[src/rtl/axi_portal_pkg.sv]
// Shared constants, FIFO entry tails and channel decode helper for the
// AXI portal mux.
package axi_portal_pkg;

   localparam logic [1:0] RESP_OKAY   = 2'd0;
   localparam logic [1:0] RESP_SLVERR = 2'd2;
   localparam int         CH_LSB      = 12;

   // The id/data widths are parameters of the top, so the entry structs
   // carry the fixed-width part; the top prepends {id, data}.
   typedef struct packed {
      logic       last;
      logic [1:0] resp;
   } r_tail_t;

   typedef struct packed {
      logic [1:0] resp;
   } b_tail_t;

   function automatic logic ch_mapped(input logic [3:0] ch, input int unsigned channels);
      return 32'(ch) < channels;
   endfunction

endpackage

[src/rtl/portal_fifo.sv]
// Small synchronous FIFO with registered full/empty flags and a
// combinational head output.
module portal_fifo #(
   parameter int WIDTH = 8,
   parameter int DEPTH = 2
) (
   input  logic             clk,
   input  logic             rst,
   input  logic             push,
   input  logic [WIDTH-1:0] push_data,
   input  logic             pop,
   output logic [WIDTH-1:0] pop_data,
   output logic             full,
   output logic             empty
);

   localparam int AW = $clog2(DEPTH);

   logic [WIDTH-1:0] mem [DEPTH];
   logic [AW-1:0]    wr_ptr;
   logic [AW-1:0]    rd_ptr;
   logic [AW:0]      count;
   logic [AW:0]      count_nxt;
   logic             do_push;
   logic             do_pop;

   assign do_push  = push & ~full;
   assign do_pop   = pop & ~empty;
   assign pop_data = mem[rd_ptr];

   // Next occupancy; simultaneous push and pop leaves it unchanged.
   always_comb begin
      count_nxt = count;
      if (do_push && !do_pop)
         count_nxt = count + 1'b1;
      else if (!do_push && do_pop)
         count_nxt = count - 1'b1;
   end

   // Pointers, occupancy and registered status flags.
   always_ff @(posedge clk or posedge rst) begin
      if (rst) begin
         wr_ptr <= '0;
         rd_ptr <= '0;
         count  <= '0;
         full   <= 1'b0;
         empty  <= 1'b1;
      end else begin
         if (do_push)
            wr_ptr <= wr_ptr + 1'b1;
         if (do_pop)
            rd_ptr <= rd_ptr + 1'b1;
         count <= count_nxt;
         full  <= (count_nxt == (AW+1)'(DEPTH));
         empty <= (count_nxt == '0);
      end
   end

   // Storage needs no reset; the flags gate every read.
   always_ff @(posedge clk) begin
      if (do_push)
         mem[wr_ptr] <= push_data;
   end

endmodule

[src/rtl/axi_portal_mux.sv]
// AXI-lite-style burst portal onto CHANNELS user FIFO channels.
// The channel is picked by addr[CH_LSB +: 4]; unmapped channels answer
// SLVERR, return zero read data and drop write data.
//
// state     | meaning
// RD_IDLE   | waiting for AR head; first beat issues in the cycle it is popped
// RD_BURST  | issuing remaining read beats from the latched channel
// WR_IDLE   | waiting for AW head
// WR_BURST  | moving W beats to the latched channel
// WR_RESP   | pushing the B response
module axi_portal_mux
   import axi_portal_pkg::*;
#(
   parameter int DATA_WIDTH = 32,
   parameter int ID_WIDTH   = 12,
   parameter int CHANNELS   = 4,
   parameter int DEPTH      = 2
) (
   input  logic                           CLK,
   input  logic                           nRST,
   input  logic                           ar_ena,
   input  logic [31:0]                    ar_addr,
   input  logic [ID_WIDTH-1:0]            ar_id,
   input  logic [3:0]                     ar_len,
   output logic                           ar_rdy,
   input  logic                           aw_ena,
   input  logic [31:0]                    aw_addr,
   input  logic [ID_WIDTH-1:0]            aw_id,
   input  logic [3:0]                     aw_len,
   output logic                           aw_rdy,
   input  logic                           w_ena,
   input  logic [DATA_WIDTH-1:0]          w_data,
   output logic                           w_rdy,
   output logic                           r_ena,
   output logic [DATA_WIDTH-1:0]          r_data,
   output logic [ID_WIDTH-1:0]            r_id,
   output logic                           r_last,
   output logic [1:0]                     r_resp,
   input  logic                           r_rdy,
   output logic                           b_ena,
   output logic [ID_WIDTH-1:0]            b_id,
   output logic [1:0]                     b_resp,
   input  logic                           b_rdy,
   output logic [CHANNELS-1:0]            usr_wr_ena,
   output logic [DATA_WIDTH-1:0]          usr_wr_data,
   input  logic [CHANNELS-1:0]            usr_wr_rdy,
   output logic [CHANNELS-1:0]            usr_rd_ena,
   input  logic [CHANNELS*DATA_WIDTH-1:0] usr_rd_data,
   input  logic [CHANNELS-1:0]            usr_rd_rdy
);

   localparam logic [0:0] RD_IDLE  = 1'b0;
   localparam logic [0:0] RD_BURST = 1'b1;
   localparam logic [1:0] WR_IDLE  = 2'd0;
   localparam logic [1:0] WR_BURST = 2'd1;
   localparam logic [1:0] WR_RESP  = 2'd2;

   localparam int AXW = ID_WIDTH + 8;
   localparam int RW  = ID_WIDTH + DATA_WIDTH + $bits(r_tail_t);
   localparam int BW  = ID_WIDTH + $bits(b_tail_t);

   logic rst_done;

   logic [AXW-1:0] ar_q, aw_q;
   logic           ar_full, ar_empty, ar_pop;
   logic           aw_full, aw_empty, aw_pop;
   logic [ID_WIDTH-1:0] ar_h_id, aw_h_id;
   logic [3:0]     ar_h_ch, ar_h_len, aw_h_ch, aw_h_len;

   logic [DATA_WIDTH-1:0] w_q;
   logic           w_full, w_empty, w_pop;

   logic [RW-1:0]  r_push_word, r_q;
   logic           r_full, r_empty;
   r_tail_t        r_push_tail, r_q_tail;

   logic [BW-1:0]  b_push_word, b_q;
   logic           b_full, b_empty, b_push;
   b_tail_t        b_push_tail, b_q_tail;

   logic [0:0]     rd_state;
   logic [ID_WIDTH-1:0] rd_id, rd_cur_id;
   logic [3:0]     rd_ch, rd_rem, rd_cur_ch, rd_cur_rem;
   logic           rd_active, rd_mapped, rd_src_rdy, rd_beat;
   logic [DATA_WIDTH-1:0] rd_src_data;

   logic [1:0]     wr_state;
   logic [ID_WIDTH-1:0] wr_id;
   logic [3:0]     wr_ch, wr_rem;
   logic           wr_mapped, wr_dst_rdy, wr_beat;

   logic           unused_addr;

   assign unused_addr = ^{ar_addr[31:CH_LSB+4], ar_addr[CH_LSB-1:0],
                          aw_addr[31:CH_LSB+4], aw_addr[CH_LSB-1:0]};

   // Holds the ready outputs low for the first cycle after reset release.
   always_ff @(posedge CLK or posedge nRST) begin
      if (nRST)
         rst_done <= 1'b0;
      else
         rst_done <= 1'b1;
   end

   assign ar_rdy = rst_done & ~ar_full;
   assign aw_rdy = rst_done & ~aw_full;
   assign w_rdy  = rst_done & ~w_full;

   portal_fifo #(.WIDTH(AXW), .DEPTH(DEPTH)) u_ar_fifo (
      .clk(CLK), .rst(nRST), .push(ar_ena & ar_rdy),
      .push_data({ar_id, ar_addr[CH_LSB +: 4], ar_len}),
      .pop(ar_pop), .pop_data(ar_q), .full(ar_full), .empty(ar_empty));

   portal_fifo #(.WIDTH(AXW), .DEPTH(DEPTH)) u_aw_fifo (
      .clk(CLK), .rst(nRST), .push(aw_ena & aw_rdy),
      .push_data({aw_id, aw_addr[CH_LSB +: 4], aw_len}),
      .pop(aw_pop), .pop_data(aw_q), .full(aw_full), .empty(aw_empty));

   portal_fifo #(.WIDTH(DATA_WIDTH), .DEPTH(DEPTH)) u_w_fifo (
      .clk(CLK), .rst(nRST), .push(w_ena & w_rdy), .push_data(w_data),
      .pop(w_pop), .pop_data(w_q), .full(w_full), .empty(w_empty));

   portal_fifo #(.WIDTH(RW), .DEPTH(DEPTH)) u_r_fifo (
      .clk(CLK), .rst(nRST), .push(rd_beat), .push_data(r_push_word),
      .pop(r_ena), .pop_data(r_q), .full(r_full), .empty(r_empty));

   portal_fifo #(.WIDTH(BW), .DEPTH(DEPTH)) u_b_fifo (
      .clk(CLK), .rst(nRST), .push(b_push), .push_data(b_push_word),
      .pop(b_ena), .pop_data(b_q), .full(b_full), .empty(b_empty));

   assign {ar_h_id, ar_h_ch, ar_h_len} = ar_q;
   assign {aw_h_id, aw_h_ch, aw_h_len} = aw_q;

   // Read engine works from the AR head while idle, from latched fields in a burst.
   always_comb begin
      rd_cur_id  = (rd_state == RD_BURST) ? rd_id  : ar_h_id;
      rd_cur_ch  = (rd_state == RD_BURST) ? rd_ch  : ar_h_ch;
      rd_cur_rem = (rd_state == RD_BURST) ? rd_rem : ar_h_len;
   end

   // Per-channel source/destination select; unmapped channels match nothing.
   always_comb begin
      rd_src_rdy  = 1'b0;
      rd_src_data = '0;
      wr_dst_rdy  = 1'b0;
      for (int c = 0; c < CHANNELS; c++) begin
         if (rd_cur_ch == 4'(c)) begin
            rd_src_rdy  = usr_rd_rdy[c];
            rd_src_data = usr_rd_data[c*DATA_WIDTH +: DATA_WIDTH];
         end
         if (wr_ch == 4'(c))
            wr_dst_rdy = usr_wr_rdy[c];
      end
   end

   assign rd_mapped = ch_mapped(rd_cur_ch, CHANNELS);
   assign rd_active = (rd_state == RD_BURST) | ~ar_empty;
   assign rd_beat   = rd_active & ~r_full & (~rd_mapped | rd_src_rdy);
   assign ar_pop    = rd_beat & (rd_state == RD_IDLE);

   assign wr_mapped = ch_mapped(wr_ch, CHANNELS);
   assign wr_beat   = (wr_state == WR_BURST) & ~w_empty & (~wr_mapped | wr_dst_rdy);
   assign w_pop     = wr_beat;
   assign aw_pop    = (wr_state == WR_IDLE) & ~aw_empty;
   assign b_push    = (wr_state == WR_RESP) & ~b_full;

   // One-hot user strobes; a single cycle may strobe both directions.
   always_comb begin
      usr_rd_ena = '0;
      usr_wr_ena = '0;
      for (int c = 0; c < CHANNELS; c++) begin
         usr_rd_ena[c] = rd_beat & (rd_cur_ch == 4'(c));
         usr_wr_ena[c] = wr_beat & (wr_ch == 4'(c));
      end
   end

   assign usr_wr_data = w_q;

   // R and B entry packing.
   always_comb begin
      r_push_tail.last = (rd_cur_rem == 4'd0);
      r_push_tail.resp = rd_mapped ? RESP_OKAY : RESP_SLVERR;
      b_push_tail.resp = wr_mapped ? RESP_OKAY : RESP_SLVERR;
   end

   assign r_push_word = {rd_cur_id, rd_src_data, r_push_tail};
   assign b_push_word = {wr_id, b_push_tail};

   assign {r_id, r_data, r_q_tail} = r_q;
   assign r_last = r_q_tail.last;
   assign r_resp = r_q_tail.resp;
   assign r_ena  = ~r_empty & r_rdy;

   assign {b_id, b_q_tail} = b_q;
   assign b_resp = b_q_tail.resp;
   assign b_ena  = ~b_empty & b_rdy;

   // Read FSM: remaining-beat down-counter, last beat at zero.
   always_ff @(posedge CLK or posedge nRST) begin
      if (nRST) begin
         rd_state <= RD_IDLE;
         rd_id    <= '0;
         rd_ch    <= '0;
         rd_rem   <= '0;
      end else if (rd_beat) begin
         if (rd_state == RD_IDLE) begin
            rd_id <= ar_h_id;
            rd_ch <= ar_h_ch;
         end
         if (rd_cur_rem == 4'd0) begin
            rd_state <= RD_IDLE;
         end else begin
            rd_state <= RD_BURST;
            rd_rem   <= rd_cur_rem - 1'b1;
         end
      end
   end

   // Write FSM: accept AW, drain len+1 W beats, then post B.
   always_ff @(posedge CLK or posedge nRST) begin
      if (nRST) begin
         wr_state <= WR_IDLE;
         wr_id    <= '0;
         wr_ch    <= '0;
         wr_rem   <= '0;
      end else begin
         case (wr_state)
            WR_IDLE: begin
               if (!aw_empty) begin
                  wr_state <= WR_BURST;
                  wr_id    <= aw_h_id;
                  wr_ch    <= aw_h_ch;
                  wr_rem   <= aw_h_len;
               end
            end
            WR_BURST: begin
               if (wr_beat) begin
                  if (wr_rem == 4'd0)
                     wr_state <= WR_RESP;
                  else
                     wr_rem <= wr_rem - 1'b1;
               end
            end
            WR_RESP: begin
               if (!b_full)
                  wr_state <= WR_IDLE;
            end
            default: wr_state <= WR_IDLE;
         endcase
      end
   end

endmodule

[config.mk]
export PLATFORM = sky130hd
export DESIGN_NAME = axi_portal_mux
export DESIGN_NICKNAME = d
export VERILOG_FILES = /design/src/rtl/axi_portal_pkg.sv /design/src/rtl/portal_fifo.sv /design/src/rtl/axi_portal_mux.sv
export SDC_FILE = /design/constraint.sdc
export NUM_CORES = 1
export LEC_CHECK = 0
export BUFFER_PORTS_ARGS = -buffer_cell sky130_fd_sc_hd__buf_2
export CORE_ASPECT_RATIO = 0.7
export CORE_MARGIN = 2
export CORE_UTILIZATION = 41
export DETAILED_ROUTE_END_ITERATION = 7
export PLACE_DENSITY_LB_ADDON = 0.15
export SETUP_SLACK_MARGIN = 0.15
export SLEW_MARGIN = 5
export SYNTH_ARGS = -nofsm -noshare
export SYNTH_HDL_FRONTEND = slang
export SYNTH_SLANG_ARGS = --single-unit
[constraint.sdc]
create_clock -name CLK -period 4.9 [get_ports CLK]
set_input_delay 0.98 -clock CLK [delete_from_list [all_inputs] [get_ports CLK]]
set_output_delay 0.98 -clock CLK [all_outputs]
set_load 0.01 [all_outputs]
==> results of run 1 <==
-- power breakdown --
part / internal, uW / switching [uW] / total (uW)
registers: 4290 / 456 / 4750
logic: 1990 / 2290 / 4280
clock network: 1380 / 1030 / 2410
-- flip-flops by register name (all words and copies together) (netlist names), 2 cells and up --
register,flops
u_ar_fifo.count,2
rd_rem,4
u_r_fifo.mem,92
wr_id,12
u_w_fifo.mem,64
u_ar_fifo.mem,40
rd_ch,4
wr_ch,4
u_aw_fifo.mem,40
rd_id,12
u_w_fifo.count,2
wr_rem,4
u_aw_fifo.count,2
u_b_fifo.count,2
u_b_fifo.mem,26
wr_state,2
u_r_fifo.count,2
-- through the flow --
step           power (uW)  utilization  instances
2_1_floorplan        7780            -        849
3_3_place_gp         9090        0.481       1577
3_5_place_dp         9160        0.481       1577
4_1_cts             11600        0.511       1638
5_1_grt             12200        0.511       1640
6_report            11400        0.511       1640
-- per-layer routing --
| layer | wire length [um] | up-vias | track usage |
|---|---|---|---|
| li1 | - | 3857 | - |
| met1 | 12600 | 3986 | 0.208 |
| met2 | 13700 | 195 | 0.258 |
| met3 | 1530 | 48 | 0.0364 |
| met4 | 656 | 2 | 0.0508 |
| met5 | 13 | - | 0 |
-- worst max-delay path, delay by kind of cell (launching register included) --
kind,cells,cell delay [ns]
flops,1,0.64
buf+inv,1,0.19
compound gates,2,0.59
simple gates,2,0.38
mux,2,0.61
-- area by class of cell --
cell class / instances / area (um2) / area share
Clock inverter: 15 / 100 / 0.00584
Tap cell: 435 / 544 / 0.0318
Multi-Input combinational cell: 458 / 4030 / 0.235
Antenna cell: 2 / 5.00 / 0.000292
Timing Repair Buffer: 336 / 1750 / 0.102
Clock buffer: 46 / 927 / 0.0541
Inverter: 12 / 46.3 / 0.00270
Sequential cell: 336 / 9730 / 0.568
-- cell usage in the layout, fill, tap and decap left out, types with 4 or more instances in the layout --
| master | count |
|---|---|
| nand2b_1 | 5 |
| and2_1 | 6 |
| dfrtp_1 | 68 |
| mux2_2 | 111 |
| mux2i_1 | 41 |
| a22o_1 | 4 |
| clkinv_1 | 5 |
| a21oi_1 | 24 |
| buf_2 | 318 |
| mux4_2 | 32 |
| and3_1 | 7 |
| clkbuf_16 | 35 |
| xor2_1 | 6 |
| xnor2_1 | 18 |
| nor3_1 | 7 |
| nand2_1 | 37 |
| buf_4 | 16 |
| clkinv_2 | 8 |
| nor2b_1 | 39 |
| o21ai_0 | 29 |
| inv_1 | 11 |
| dfstp_2 | 5 |
| clkbuf_1 | 10 |
| nor2_1 | 42 |
| edfxtp_1 | 262 |
-- how the worst max path moves through the flow --
| stage | from | end | slack (ns) | depth (start not counted) |
|---|---|---|---|---|
| 4_1_cts | u_ar_fifo.rd_ptr | usr_rd_ena[3] | 0.92 | 7 |
| 6_report | u_ar_fifo.rd_ptr | usr_rd_ena[3] | 0.98 | 7 |
| 3_5_place_dp | u_ar_fifo.rd_ptr | usr_rd_ena[3] | 1.49 | 7 |
| 3_3_place_gp | u_ar_fifo.rd_ptr | usr_rd_ena[3] | 1.51 | 7 |
| 2_1_floorplan | usr_rd_rdy[0] | u_r_fifo.mem[0][10] | 0.58 | 8 |
| 5_1_grt | u_ar_fifo.rd_ptr | usr_rd_ena[3] | 0.79 | 7 |
-- cells by family (layout without fill, tap and decap cells) --
family                   after synthesis  in the layout  share of synthesized area
buffers and inverters                 55            409                     0.0173
AO/OA/AOI/OAI                         77             77                     0.0342
AND/OR/NAND/NOR                      165            165                     0.0587
other                                  2              5                   0.000538
flip-flops                           336            336                      0.697
multiplexers                         187            187                      0.175
adder cells (fa/ha/maj)                2              2                    0.00179
XOR/XNOR                              24             24                     0.0151
==> flow_summary.json, run 1 <==
{
  "outcome": "finished, final reports clean",
  "ctsHtreeMaxLevel": 2,
  "critPathMaxFanout": 20,
  "layout-drive-gt1-share": 0.453,
  "row_count": 56,
  "rsz0062_at_grt": "no",
  "ir_drop_uv": 324,
  "io_buffer_count": 318,
  "tightest_slew_ns": 1.19,
  "synthesis.area_um2": 14000,
  "hold_violations": 0,
  "skew_ns": 0.0211,
  "r2r-end": "u_r_fifo.mem[1][7]",
  "area_delta_synth_final_pct": 22.8,
  "syn_inst": 848,
  "fin_area_um2": 17100,
  "path_clk_slew_ns": 0.06,
  "synth_most_common_cell": "edfxtp_1",
  "synthTopCellsByCount": "edfxtp_1, mux2_2, dfrtp_1",
  "place_hpwl_um": 19100,
  "synthArstFlopShare": 0.220,
  "p_leak_uw": 0.00675,
  "post-route-period-util": 0.799,
  "gr-usage-all-layers": 0.157,
  "clock_sinks": 336,
  "clock_path_buffers": 3,
  "critPathMaxStageDelay_ns": 0.64,
  "cp_data_arrival_time_ns": 2.94,
  "vias_per_cell": 4.93,
  "drv_cap": 0,
  "design.die.area_um2": 35500,
  "place_area_um2": 16100,
  "setup_violations": 0,
  "ctsHoldBuffers": 0,
  "drtIter0Drc": 408,
  "cp_cell_sequence": "mux2_2, mux2i_1, nand2b_2, a211o_1, o21bai_4, nor4_1, buf_2",
  "fmax_mhz": 255,
  "grt_pass1_vias": 7932,
  "p_per_area_nw_per_um2": 668,
  "vias": 8088,
  "avgSynthCellArea_um2": 16.5,
  "synthTopCellsByArea": "edfxtp_1, dfrtp_1, mux2_2, mux4_2, mux2i_1",
  "r2r_slack_ns": 1.59,
  "crit_path_top_delay_cell": "dfrtp_1",
  "ys_seq_area_frac": 0.697,
  "synth_edf_count": 262,
  "hold_depth": 0,
  "dp_slack_ns": 1.49,
  "tritoncts": "done",
  "min_path_type": "flop to flop",
  "drt.antenna.violating_nets": 0,
  "tns_ns": 0,
  "grt_max_degree": 41,
  "cts_resized": 0,
  "grt_overflow_total": 0,
  "finalNetCount": 1451,
  "min_to": "u_b_fifo.mem[1][12]",
  "hold_start": "wr_id[10]",
  "drv_slew": 0,
  "synthFlopType": "edfxtp_1",
  "clk_latency_ns": 0.52,
  "floorplan.initialDensity": 0.417,
  "relSlewSlack": 0.203,
  "endpoint_kind": "output port",
  "synthDistinctLibCells": 52,
  "drc": 0,
  "cts_inserted_buffers": 34,
  "r2r_cells": 8,
  "worst_slack_ns": 0.983,
  "fp.dieH_um": 158,
  "synth_top_area_cell": "edfxtp_1",
  "post_cts_buffers": 0,
  "chipWidth_um": 224,
  "first_pass_iters": 7,
  "critPathKind": "flop to output port",
  "grt_pass1_wl_um": 42900,
  "fin_crit_ns": 3.92,
  "synth_top_area_frac": 0.564,
  "worstReg2RegStart": "u_ar_fifo.rd_ptr",
  "antenna_found_initial": 3,
  "coreArea_um2": 33500,
  "n_fill_cell": 2888,
  "critPathLaunchType": "flop",
  "ys.warnings.count": 0,
  "root_buffer": "clkbuf_16",
  "cp.required_ns": 3.92,
  "io_pins": 377,
  "wl_per_cell_um": 17.4,
  "ys_ff_latch": 336,
  "hold_slack_ns": 0.469,
  "routed_wl_um": 28500,
  "gp_congestion": 0.740
}
No activity file was read; power rests on OpenSTA's default activity.
==> run 2, diff against run 1 <==
--- a/config.mk
+++ b/config.mk
@@ -5,6 +5,7 @@
 export SDC_FILE = /design/constraint.sdc
 export NUM_CORES = 1
 export LEC_CHECK = 0
+export ABC_AREA = 1
 export BUFFER_PORTS_ARGS = -buffer_cell sky130_fd_sc_hd__buf_2
 export CORE_ASPECT_RATIO = 0.7
 export CORE_MARGIN = 2
==> constraint.sdc (replaced) <==
create_clock -name CLK -period 3.3 [get_ports CLK]
set_input_delay 0.66 -clock CLK [delete_from_list [all_inputs] [get_ports CLK]]
set_output_delay 0.66 -clock CLK [all_outputs]
set_load 0.01 [all_outputs]
==> flow_summary.json, run 2 <==
{
  "first_pass_iters": 5,
  "p_leak_uw": 0.00743,
  "layout-drive-gt1-share": 0.274,
  "cp.required_ns": 2.64,
  "largest_reg_flops": 92,
  "synth_top_area_cell": "edfxtp_1",
  "grt_pass1_vias": 8863,
  "place_hpwl_um": 21700,
  "r2r_slack_ns": 0.73,
  "clock_path_buffers": 3,
  "synthDistinctLibCells": 41,
  "min_path_type": "input pin to async pin",
  "syn_inst": 1257,
  "vias_per_cell": 4.86,
  "row_count": 56,
  "gp_congestion": 0.750,
  "endpoint_kind": "output port",
  "finalNetCount": 1859,
  "chipWidth_um": 223,
  "clk_latency_ns": 0.51,
  "area_delta_synth_final_pct": 23.6,
  "floorplan.initialDensity": 0.414,
  "avgSynthCellArea_um2": 11.0,
  "gr-usage-all-layers": 0.176,
  "synthArstFlopShare": 0.220,
  "vias": 9951,
  "layout.cells.most_common_list": "nand2_1, buf_2, edfxtp_1",
  "regMostFlops": "u_r_fifo.mem",
  "tns_ns": 0,
  "skew_ns": 0.0137,
  "synth_mux_area_frac": 0,
  "synth_fa_ha_area_frac": 0.00181,
  "drv_cap": 0,
  "wl_per_cell_um": 15.6,
  "cts_inserted_buffers": 36,
  "critPathKind": "flop to output port",
  "tightest_slew_ns": 1.05,
  "path_clk_slew_ns": 0.06,
  "final_common_cell": "nand2_1",
  "design.die.area_um2": 35200,
  "synth-simple-area-share": 0.215,
  "synthTopCellsByCount": "nand2_1, edfxtp_1, nand3_1",
  "synth_top_area_frac": 0.570,
  "outcome": "finished, final reports clean",
  "grt_overflow_total": 0,
  "drt.antenna.violating_nets": 0,
  "root_buffer": "clkbuf_16",
  "fp.dieH_um": 158,
  "drv_slew": 0,
  "r2r_cells": 13,
  "drtIter0Drc": 643,
  "critPathMaxFanout": 8,
  "ctsHtreeMaxLevel": 2,
  "synth_most_common_cell": "nand2_1",
  "coreArea_um2": 33400,
  "p_per_area_nw_per_um2": 1020,
  "worst_slack_ns": 0.358,
  "ys_seq_area_frac": 0.705,
  "cp_data_arrival_time_ns": 2.28,
  "critPathLaunchType": "flop",
  "antenna_found_initial": 5,
  "r2r-end": "u_r_fifo.wr_ptr",
  "synth_top_family_by_area": "simple AND/OR/NAND/NOR gates",
  "fin_crit_ns": 2.94,
  "post-route-period-util": 0.892,
  "grt_max_degree": 65,
  "grt_pass1_wl_um": 48400,
  "synth_compound_area_frac": 0.0303,
  "synth_xor_xnor_area_share": 0.0139,
  "setup_violations": 0,
  "hold_violations": 0,
  "io_buffer_count": 318,
  "synthesis.area_um2": 13800,
  "worstReg2RegStart": "u_ar_fifo.rd_ptr",
  "synthFlopType": "edfxtp_1",
  "synthTopCellsByArea": "edfxtp_1, nand2_1, dfrtp_1, nand3_1, nor2_1",
  "routed_wl_um": 32000,
  "ys.warnings.count": 0,
  "fmax_mhz": 340,
  "reg_top3": "u_r_fifo.mem x92, u_w_fifo.mem x64",
  "io_pins": 377,
  "rsz0062_at_grt": "no",
  "dp_slack_ns": 0.486,
  "tritoncts": "done",
  "ir_drop_uv": 540,
  "clock_sinks": 336,
  "synth_edf_count": 262,
  "ctsHoldBuffers": 0,
  "relSlewSlack": 0.300,
  "drc": 0,
  "ys_ff_latch": 336
}
-- run 2: logic make-up (layout without fill, tap and decap cells) --
logic type / count (synthesis) / count (layout)
AOI/OAI and AO/OA: 76 / 76
xor gates and xnor gates: 21 / 21
DFF: 336 / 336
adders and majority gates: 2 / 2
buffers and inverters: 113 / 467
and+or+nand+nor: 707 / 707
other: 2 / 5
-- run 2: cell type report --
type                            count  area, um2
Timing Repair Buffer              348       1830
Timing Repair inverter              1       5.00
Tap cell                          435        544
Inverter                           54        216
Sequential cell                   336       9730
Antenna cell                        2       5.00
Clock buffer                       52        992
Fill cell                        3027      16300
Multi-Input combinational cell    809       3690
Clock inverter                     12       53.8
-- run 2: how the worst max path moves through the flow --
stage / from / to / depth (start not counted)
finish: u_ar_fifo.rd_ptr / usr_rd_ena[3] / 11
global route: u_ar_fifo.rd_ptr / usr_rd_ena[3] / 11
CTS: rd_state / usr_rd_ena[1] / 10
detailed placement: u_ar_fifo.rd_ptr / usr_rd_ena[1] / 11
global placement: u_ar_fifo.rd_ptr / usr_rd_ena[1] / 11
floorplan: rd_state / u_r_fifo.mem[1][10] / 12
-- run 2: repair_timing --
| item | 4_1_cts | 5_1_grt |
|---|---|---|
| pin swaps | 0 | 1 |
| gates cloned | 0 | 1 |
| hold endpoints to repair | 0 | 0 |
| resized for setup | 4 | 11 |
| endpoints found under the setup margin | 7 | 7 |
| buffers inserted | 0 | 3 |
-- run 2: critical path, stage by stage (launching register included) --
cell and delay (ns):
dfrtp_2 0.48, buf_4 0.17, nand2_1 0.08, nand3_2 0.10, nand2_4 0.12, nand2_2 0.08, nor2_4 0.08, nand2_1 0.09
nand4_4 0.16, nand2_8 0.08, nor4_2 0.14, buf_2 0.18
-- run 2: stage by stage --
stage                     std cells  hold WS, ns  power, uW  instance area [um2]  utilization
after floorplan                1258        0.437      11400                13800            -
after global placement         1979        0.452      13700                15900        0.478
after detailed placement       1979        0.459      13900                15900        0.478
after CTS                      2043        0.139      17600                17000        0.509
after global routing           2047        0.172      18800                17100        0.511
final                          2049        0.151      17500                17100        0.512
-- run 2: per-layer routing --
| layer | share of wire | up-vias | global-route usage | routed length, um |
|---|---|---|---|---|
| li1 | - | 4926 | - | - |
| met1 | 0.46 | 4730 | 0.249 | 14800 |
| met2 | 0.47 | 236 | 0.274 | 14900 |
| met3 | 0.051 | 55 | 0.0390 | 1640 |
| met4 | 0.020 | 4 | 0.0511 | 636 |
| met5 | 0.00075 | - | 0 | 24 |
-- run 2: report_power, final --
part | switching [uW] | internal [uW] | leakage [uW]
Sequential | 510 | 6450 | 0.00331
Combinational | 4720 | 2150 | 0.00361
Clock | 1540 | 2080 | 0.000515
